$ cat src/rtl/rst_seq_ctrl_pkg.sv
// -----------------------------------------------------------------------------
// rst_seq_pkg
//   Shared types and helpers for the reset sequencer (rst_seq_ctrl).
//
//   Contents:
//     rst_seq_state_e : sequencer FSM state encoding
//     LOCK_LOSS_W     : width of the lock-loss event counter
//     cnt_width()     : bit width needed to hold a count of 0..max_val
//     sat_inc_loss()  : saturating increment for the lock-loss counter
// -----------------------------------------------------------------------------
package rst_seq_pkg;

    typedef enum logic [2:0] {
        WAIT_LOCK = 3'd0,
        STABLE    = 3'd1,
        RELEASE   = 3'd2,
        WAIT_ACK  = 3'd3,
        GAP       = 3'd4,
        RUN       = 3'd5
    } rst_seq_state_e;

    localparam int LOCK_LOSS_W = 8;

    // Width of a counter that must represent 0..max_val inclusive.
    function automatic int cnt_width(input int max_val);
        if (max_val < 1) begin
            return 1;
        end
        return $clog2(max_val + 1);
    endfunction

    // Lock-loss events saturate instead of wrapping so that a flapping PLL
    // never makes the counter look healthy again.
    function automatic logic [LOCK_LOSS_W-1:0] sat_inc_loss(
        input logic [LOCK_LOSS_W-1:0] val
    );
        if (val == {LOCK_LOSS_W{1'b1}}) begin
            return val;
        end
        return val + LOCK_LOSS_W'(1);
    endfunction

endpackage

$ cat src/rtl/rst_seq_ctrl_sync_2ff.sv
// -----------------------------------------------------------------------------
// sync_2ff
//   Generic two-flop synchronizer for level signals crossing into clk.
//   Output lags the input by two clk edges. Both flops reset to 0.
//
//   Ports:
//     clk   : destination clock
//     rst_n : asynchronous active-low reset
//     d_i   : asynchronous input (WIDTH bits, each bit treated independently)
//     q_o   : synchronized output
// -----------------------------------------------------------------------------
module sync_2ff #(
    parameter int WIDTH = 1
) (
    input  logic             clk,
    input  logic             rst_n,
    input  logic [WIDTH-1:0] d_i,
    output logic [WIDTH-1:0] q_o
);

    logic [WIDTH-1:0] meta_q;
    logic [WIDTH-1:0] sync_q;

    always_ff @(posedge clk or negedge rst_n) begin
        if (!rst_n) begin
            meta_q <= '0;
            sync_q <= '0;
        end else begin
            meta_q <= d_i;
            sync_q <= meta_q;
        end
    end

    assign q_o = sync_q;

endmodule

$ cat src/rtl/rst_seq_ctrl.sv
// -----------------------------------------------------------------------------
// rst_seq_ctrl
//   Sequences reset release to downstream domains once the PLL has been
//   stably locked: stage 0 (SDRAM controller) first, then stage 1 (camera
//   capture), then stage 2 (frame-diff / VGA), and so on up to NUM_STAGES.
//   A stage may be made to wait for the previous stage's init-done ack.
//   Any loss of lock after the first release re-asserts every stage reset,
//   bumps a saturating lock-loss counter and restarts the sequence.
//
//   Optional feature (compile-time macro RST_SEQ_TIMEOUT_EN):
//     defined   : an ack wait longer than TIMEOUT_CYC cycles sets the sticky
//                 ack_timeout flag, re-asserts all stage resets and retries.
//     undefined : ack waits are unbounded and ack_timeout is tied to 0.
//
//   Ports:
//     clk           : system clock
//     rst_n         : asynchronous active-low reset
//     pll_locked    : PLL lock, asynchronous to clk (synchronized here)
//     stage_ack     : per-stage init-done, clk domain, level
//     stage_rst_n   : per-stage active-low reset, registered, thermometer code
//     seq_done      : all stages released
//     lock_loss_cnt : lock losses since rst_n, saturating at 255
//     ack_timeout   : sticky ack-wait timeout flag
// -----------------------------------------------------------------------------
module rst_seq_ctrl
    import rst_seq_pkg::*;
#(
    parameter int                    NUM_STAGES  = 3,
    parameter int                    STABLE_CYC  = 1024,
    parameter int                    STAGE_GAP   = 16,
    parameter logic [NUM_STAGES-1:0] ACK_MASK    = NUM_STAGES'(1),
    parameter int                    TIMEOUT_CYC = 65535
) (
    input  logic                   clk,
    input  logic                   rst_n,
    input  logic                   pll_locked,
    input  logic [NUM_STAGES-1:0]  stage_ack,
    output logic [NUM_STAGES-1:0]  stage_rst_n,
    output logic                   seq_done,
    output logic [LOCK_LOSS_W-1:0] lock_loss_cnt,
    output logic                   ack_timeout
);

    // One counter is shared by STABLE, GAP and (optionally) WAIT_ACK, so it
    // is sized for the largest of the three limits.
    localparam int CNT_MAX_SG = (STABLE_CYC > STAGE_GAP) ? STABLE_CYC : STAGE_GAP;
    localparam int CNT_MAX    = (CNT_MAX_SG > TIMEOUT_CYC) ? CNT_MAX_SG : TIMEOUT_CYC;
    localparam int CNT_W      = cnt_width(CNT_MAX);
    localparam int IDX_W      = (NUM_STAGES > 1) ? $clog2(NUM_STAGES) : 1;

    localparam logic [CNT_W-1:0] STABLE_LAST = CNT_W'(STABLE_CYC - 1);
    localparam logic [CNT_W-1:0] GAP_LAST    = CNT_W'(STAGE_GAP - 1);
    localparam logic [IDX_W-1:0] IDX_LAST    = IDX_W'(NUM_STAGES - 1);
`ifdef RST_SEQ_TIMEOUT_EN
    localparam logic [CNT_W-1:0] TIMEOUT_LAST = CNT_W'(TIMEOUT_CYC - 1);
`endif

    // -------------------------------------------------------------------------
    // Lock synchronizer
    // -------------------------------------------------------------------------
    logic lk_s;

    sync_2ff #(
        .WIDTH (1)
    ) u_lock_sync (
        .clk   (clk),
        .rst_n (rst_n),
        .d_i   (pll_locked),
        .q_o   (lk_s)
    );

    // -------------------------------------------------------------------------
    // Sequencer state
    // -------------------------------------------------------------------------
    rst_seq_state_e         state_q,     state_d;
    logic [CNT_W-1:0]       cnt_q,       cnt_d;
    logic [IDX_W-1:0]       idx_q,       idx_d;
    logic [NUM_STAGES-1:0]  stage_rst_q, stage_rst_d;
    logic                   seq_done_q,  seq_done_d;
    logic [LOCK_LOSS_W-1:0] loss_cnt_q,  loss_cnt_d;
`ifdef RST_SEQ_TIMEOUT_EN
    logic                   timeout_q,   timeout_d;
`endif

    // States in which at least one stage has been (or is being) released;
    // losing lock here is a real lock-loss event.
    logic released_state;
    assign released_state = (state_q == RELEASE) || (state_q == WAIT_ACK) ||
                            (state_q == GAP)     || (state_q == RUN);

    always_comb begin
        state_d     = state_q;
        cnt_d       = cnt_q;
        idx_d       = idx_q;
        stage_rst_d = stage_rst_q;
        seq_done_d  = 1'b0;
        loss_cnt_d  = loss_cnt_q;
`ifdef RST_SEQ_TIMEOUT_EN
        timeout_d   = timeout_q;
`endif

        unique case (state_q)
            WAIT_LOCK: begin
                cnt_d = '0;
                idx_d = '0;
                if (lk_s) begin
                    state_d = STABLE;
                end
            end

            STABLE: begin
                if (!lk_s) begin
                    // Nothing released yet: just restart the stability count.
                    state_d = WAIT_LOCK;
                    cnt_d   = '0;
                end else if (cnt_q == STABLE_LAST) begin
                    state_d = RELEASE;
                    cnt_d   = '0;
                    idx_d   = '0;
                end else begin
                    cnt_d = cnt_q + CNT_W'(1);
                end
            end

            RELEASE: begin
                stage_rst_d[idx_q] = 1'b1;
                cnt_d              = '0;
                if (idx_q == IDX_LAST) begin
                    state_d = RUN;
                end else if (ACK_MASK[idx_q]) begin
                    state_d = WAIT_ACK;
                end else begin
                    state_d = GAP;
                end
            end

            WAIT_ACK: begin
                // Only the ack of the most recently released stage matters.
                if (stage_ack[idx_q]) begin
                    state_d = GAP;
                    cnt_d   = '0;
                end
`ifdef RST_SEQ_TIMEOUT_EN
                else if (cnt_q == TIMEOUT_LAST) begin
                    timeout_d   = 1'b1;
                    stage_rst_d = '0;
                    state_d     = WAIT_LOCK;
                    cnt_d       = '0;
                    idx_d       = '0;
                end else begin
                    cnt_d = cnt_q + CNT_W'(1);
                end
`endif
            end

            GAP: begin
                if (cnt_q == GAP_LAST) begin
                    state_d = RELEASE;
                    cnt_d   = '0;
                    idx_d   = idx_q + IDX_W'(1);
                end else begin
                    cnt_d = cnt_q + CNT_W'(1);
                end
            end

            RUN: begin
                seq_done_d = 1'b1;
            end

            default: begin
                state_d     = WAIT_LOCK;
                cnt_d       = '0;
                idx_d       = '0;
                stage_rst_d = '0;
            end
        endcase

        // Lock loss overrides whatever the state logic decided above.
        if (!lk_s && released_state) begin
            state_d     = WAIT_LOCK;
            cnt_d       = '0;
            idx_d       = '0;
            stage_rst_d = '0;
            seq_done_d  = 1'b0;
            loss_cnt_d  = sat_inc_loss(loss_cnt_q);
        end
    end

    always_ff @(posedge clk or negedge rst_n) begin
        if (!rst_n) begin
            state_q     <= WAIT_LOCK;
            cnt_q       <= '0;
            idx_q       <= '0;
            stage_rst_q <= '0;
            seq_done_q  <= 1'b0;
            loss_cnt_q  <= '0;
        end else begin
            state_q     <= state_d;
            cnt_q       <= cnt_d;
            idx_q       <= idx_d;
            stage_rst_q <= stage_rst_d;
            seq_done_q  <= seq_done_d;
            loss_cnt_q  <= loss_cnt_d;
        end
    end

`ifdef RST_SEQ_TIMEOUT_EN
    always_ff @(posedge clk or negedge rst_n) begin
        if (!rst_n) begin
            timeout_q <= 1'b0;
        end else begin
            timeout_q <= timeout_d;
        end
    end

    assign ack_timeout = timeout_q;
`else
    assign ack_timeout = 1'b0;
`endif

    assign stage_rst_n   = stage_rst_q;
    assign seq_done      = seq_done_q;
    assign lock_loss_cnt = loss_cnt_q;

endmodule

$ cat config.mk
export PLATFORM = sky130hd
export DESIGN_NAME = rst_seq_ctrl
export DESIGN_NICKNAME = d
export VERILOG_FILES = /design/src/rtl/rst_seq_ctrl_pkg.sv /design/src/rtl/rst_seq_ctrl_sync_2ff.sv /design/src/rtl/rst_seq_ctrl.sv
export SDC_FILE = /design/constraint.sdc
export NUM_CORES = 1
export LEC_CHECK = 0
export CAP_MARGIN = 10
export CORE_MARGIN = 1.5
export CORE_UTILIZATION = 43
export DETAILED_ROUTE_END_ITERATION = 8
export GPL_TIMING_DRIVEN = 0
export PLACE_DENSITY = 0.65
export SYNTH_ARGS = -nofsm -noshare
export SYNTH_HDL_FRONTEND = slang
export SYNTH_SLANG_ARGS = --single-unit
$ cat constraint.sdc
create_clock -name clk -period 1.8 [get_ports clk]
set_input_delay 0.54 -clock clk [delete_from_list [all_inputs] [get_ports clk]]
set_output_delay 0.54 -clock clk [all_outputs]
set_load 0.02 [all_outputs]
==> reports/metrics.csv <==
stage;metric;value;unit
grt;GR Util All Layers;17.1;%
yosys;share of the synthesized area in the top cell type;45.9;%
grt;initial antenna violation count;0;
timing;Setup Viol. Count Final;0;
yosys;register area share after synthesis;45.9;%
grt;GRT overflow;0;
layout;Core Util, Final;53.1;%
yosys;top_reg_cell synth;dfrtp_1;
yosys;Yosys cell types;47;
setup_path;CP Depth;1;
setup_path;critical path endpoint category;primary output;
floorplanning;io pins;19;
yosys;dominant cells by area after synthesis;dfrtp_1 46%, xnor2_1 6.0%, ha_1 4.6%, a22o_1 4.1%, xor2_1 3.7%;
clock_tree;clock sinks;35;
yosys;Synth area leader;dfrtp_1;
power_and_ir_drop;Pwr Total;2.53;mW
timing;Final Worst Setup Slack;58.5;ps
clock_tree;H-tree levels;2;
yosys;Synth Register Bits;35;
setup_path;critical path's slowest cell;clkdlybuf4s50_1;
power_and_ir_drop;Worst IR Drop VDD;714;uV
timing;fin crit share;96.7;%
setup_path;WS Path Type;reg -> out;
drt;vias after detailed routing;1437;
clock_tree;CTS Root Cell;clkbuf_8;
drt;Routed WL per cell;14.5;um
layout;Layout area overhead;20.3;%
clock_tree;CTS tree;built;
yosys;Synthesis Warnings;0;
timing;relative slew slack;47.4;%
min_path;Min-Delay Path Class;in -> async;
grt;vias in the first global route;1401;
floorplanning;core area;4320;sq um
layout;filler cell count;403;
drt;# DRC;0;
layout;Final #Nets;224;
floorplanning;Initial Utilization;44.1;%
clock_tree;TritonCTS buffer count;5;
placed_design;RePlAce Congestion;0.889;
yosys;fraction of registers with async set/reset;100;%
run_status;outcome;complete, no violations;
yosys;Synth top cells by count;35 x dfrtp_1, 15 x nand2_1, 13 x xnor2_1, 10 x nor2_1, 9 x a22o_1;
timing;FMAX;574;MHz
yosys;Mapped Nets;195;
clock_tree;hold buffers post-CTS;0;
setup_path;Arr. time, crit path;1200;ps
setup_path;delay-heaviest family, CP;buffers and inverters;
floorplanning;Die Y;69.6;um
grt;largest net degree at the start of global routing;36;
timing;Least-Margin Pin Slew;789;ps
power_and_ir_drop;Leakage;1.06;nW
yosys;count leader, synth;dfrtp_1;
setup_path;critical-path cell list;clkdlybuf4s50_1;
layout;layout cells sized above 1;20.8;%
drt;Post-Route WL;3830;um
yosys;synthesized instance count;182;
setup_path;Buf+Inv Stages, Crit Path;1;
setup_path;Worst Path Max Fanout;1;
timing;Final Skew;10.1;ps
drt;DR iter-0 viols;87;
drt;antenna-violating nets left;0;
clock_tree;clock latency on the worst-skew pair;290;ps
setup_path;crit path launch type;register;
placed_design;Post-DP Area;2140;sq um
timing;Final Max Tran Viols;0;
timing;final hold vios;0;
yosys;Post-synth EDFFs;0;
clock_tree;clock buffer depth;2;
floorplanning;Rows;24;
setup_path;CP Data Required Time;1260;ps
layout;# diodes;0;
layout;Final Cell Area;2290;sq um
clock_tree;Clock Pin Slew Worst Setup and Hold Paths;80;ps
placed_design;HPWL after DPL;2550;um
layout;Non-Filler Instances;264;
drt;vias per inst;5.44;
run;max_cap viols;0;
timing;post-route minimum period;1740;ps
placed_design;DP Cell Count;251;
setup_path;Reg2Reg Depth;6;
yosys;post-synthesis area per instance;10.5;sq um
power_and_ir_drop;Pwr Density;1100;nW/um^2
grt;global-route wire length before repair;6570;um
floorplanning;die width;69.6;um
yosys;Cell Area, Synth;1910;sq um
floorplanning;die area;4850;sq um
drt;DRT Pass-1 Iters;4;
placed_design;Setup WS pre-CTS;-375;ps
setup_path;Max stage delay on crit path;590;ps
placed_design;Buffers on Ports;17;
flip-flops by register name, summed over array words and instances, names as in the netlist:
signal and flops:
cnt_q 16, idx_q 2, lock_loss_cnt 8, seq_done 1, stage_rst_n 3, state_q 3
u_lock_sync.meta_q 1, u_lock_sync.q_o 1
kinds of logic after synthesis:
family / count (synthesis) / share of synthesized area (%)
buf+inv: 13 / 4.13
xor+xnor: 21 / 9.64
compound gates: 36 / 14.8
flops: 35 / 45.9
other cells: 1 / 0.197
mux: 2 / 1.11
simple gates: 67 / 19.6
fa+ha+maj: 7 / 4.59
final timing paths:
check	from	endpoint	slack, ps
setup / recovery	seq_done	seq_done	60
hold / removal	rst_n	u_lock_sync.meta_q	330
setup reg to reg	state_q[1]	lock_loss_cnt[5]	80
hold reg to reg	u_lock_sync.meta_q	u_lock_sync.q_o	380
max in group asynchronous	rst_n	state_q[2]	920
min in group clk	u_lock_sync.meta_q	u_lock_sync.q_o	380
cell type report:
type | instances | area [sq um] | share of cell area, %
multi-input combinational | 134 | 995 | 43.3
sequential | 35 | 878 | 38.3
timing repair buffer | 22 | 189 | 8.23
clock buffer | 5 | 68.8 | 3.00
tap | 52 | 65.1 | 2.84
buffer | 7 | 56.3 | 2.45
inverter | 6 | 22.5 | 0.981
clock inverter | 3 | 20.0 | 0.872
through the flow:
step | setup TNS [ps] | hold slack [ps]
final | 0 | 331
after global routing | -27.7 | 385
after CTS | 0 | 345
after detailed placement | -5100 | 359
after global placement | -22990 | 336
after floorplan | 0 | 244
where the power goes:
part	internal (mW)	switching, mW
logic	0.400	0.514
clock network	0.269	0.305
registers	0.895	0.152
total	1.56	0.971
what timing repair did:
item | 4_1_cts | 5_1_grt
buffers inserted | 0 | 5
setup endpoints to repair | 38 | 17
pin swaps | 0 | 4
gates resized for setup | 18 | 6
endpoints found under the hold margin | 0 | 0
layout by cell type (no fill, tap or decap), types with 2 or more instances in the layout:
master / netlist / final
dfrtp_1: 35 / 33
nand2_1: 15 / 14
xnor2_1: 13 / 13
dlygate4sd2_1: 0 / 11
nor2_1: 10 / 9
a22o_1: 9 / 9
nand4_1: 8 / 8
nand3_1: 8 / 8
xor2_1: 8 / 8
a21oi_1: 7 / 7
a22o_2: 6 / 6
buf_4: 1 / 6
inv_1: 6 / 5
ha_1: 7 / 5
clkbuf_8: 0 / 5
clkdlybuf4s50_1: 0 / 5
nor3_1: 5 / 4
nand2b_1: 3 / 3
buf_2: 2 / 3
buf_6: 3 / 3
nor3b_1: 3 / 3
nor4_1: 2 / 2
nand2_2: 1 / 2
and3_1: 2 / 2
o21ai_1: 1 / 2
a21o_1: 2 / 2
clkinvlp_4: 0 / 2
dfrtp_2: 0 / 2
routing by layer:
metal | vias to the layer above | global-route usage (%) | wire (um)
met1 | 690 | 23.2 | 1810
met5 | - | 0 | 0
met4 | 0 | 8.12 | 74
met2 | 32 | 25.6 | 1790
li1 | 710 | - | -
met3 | 5 | 4.51 | 158
Power figures use the tool's default switching activity.
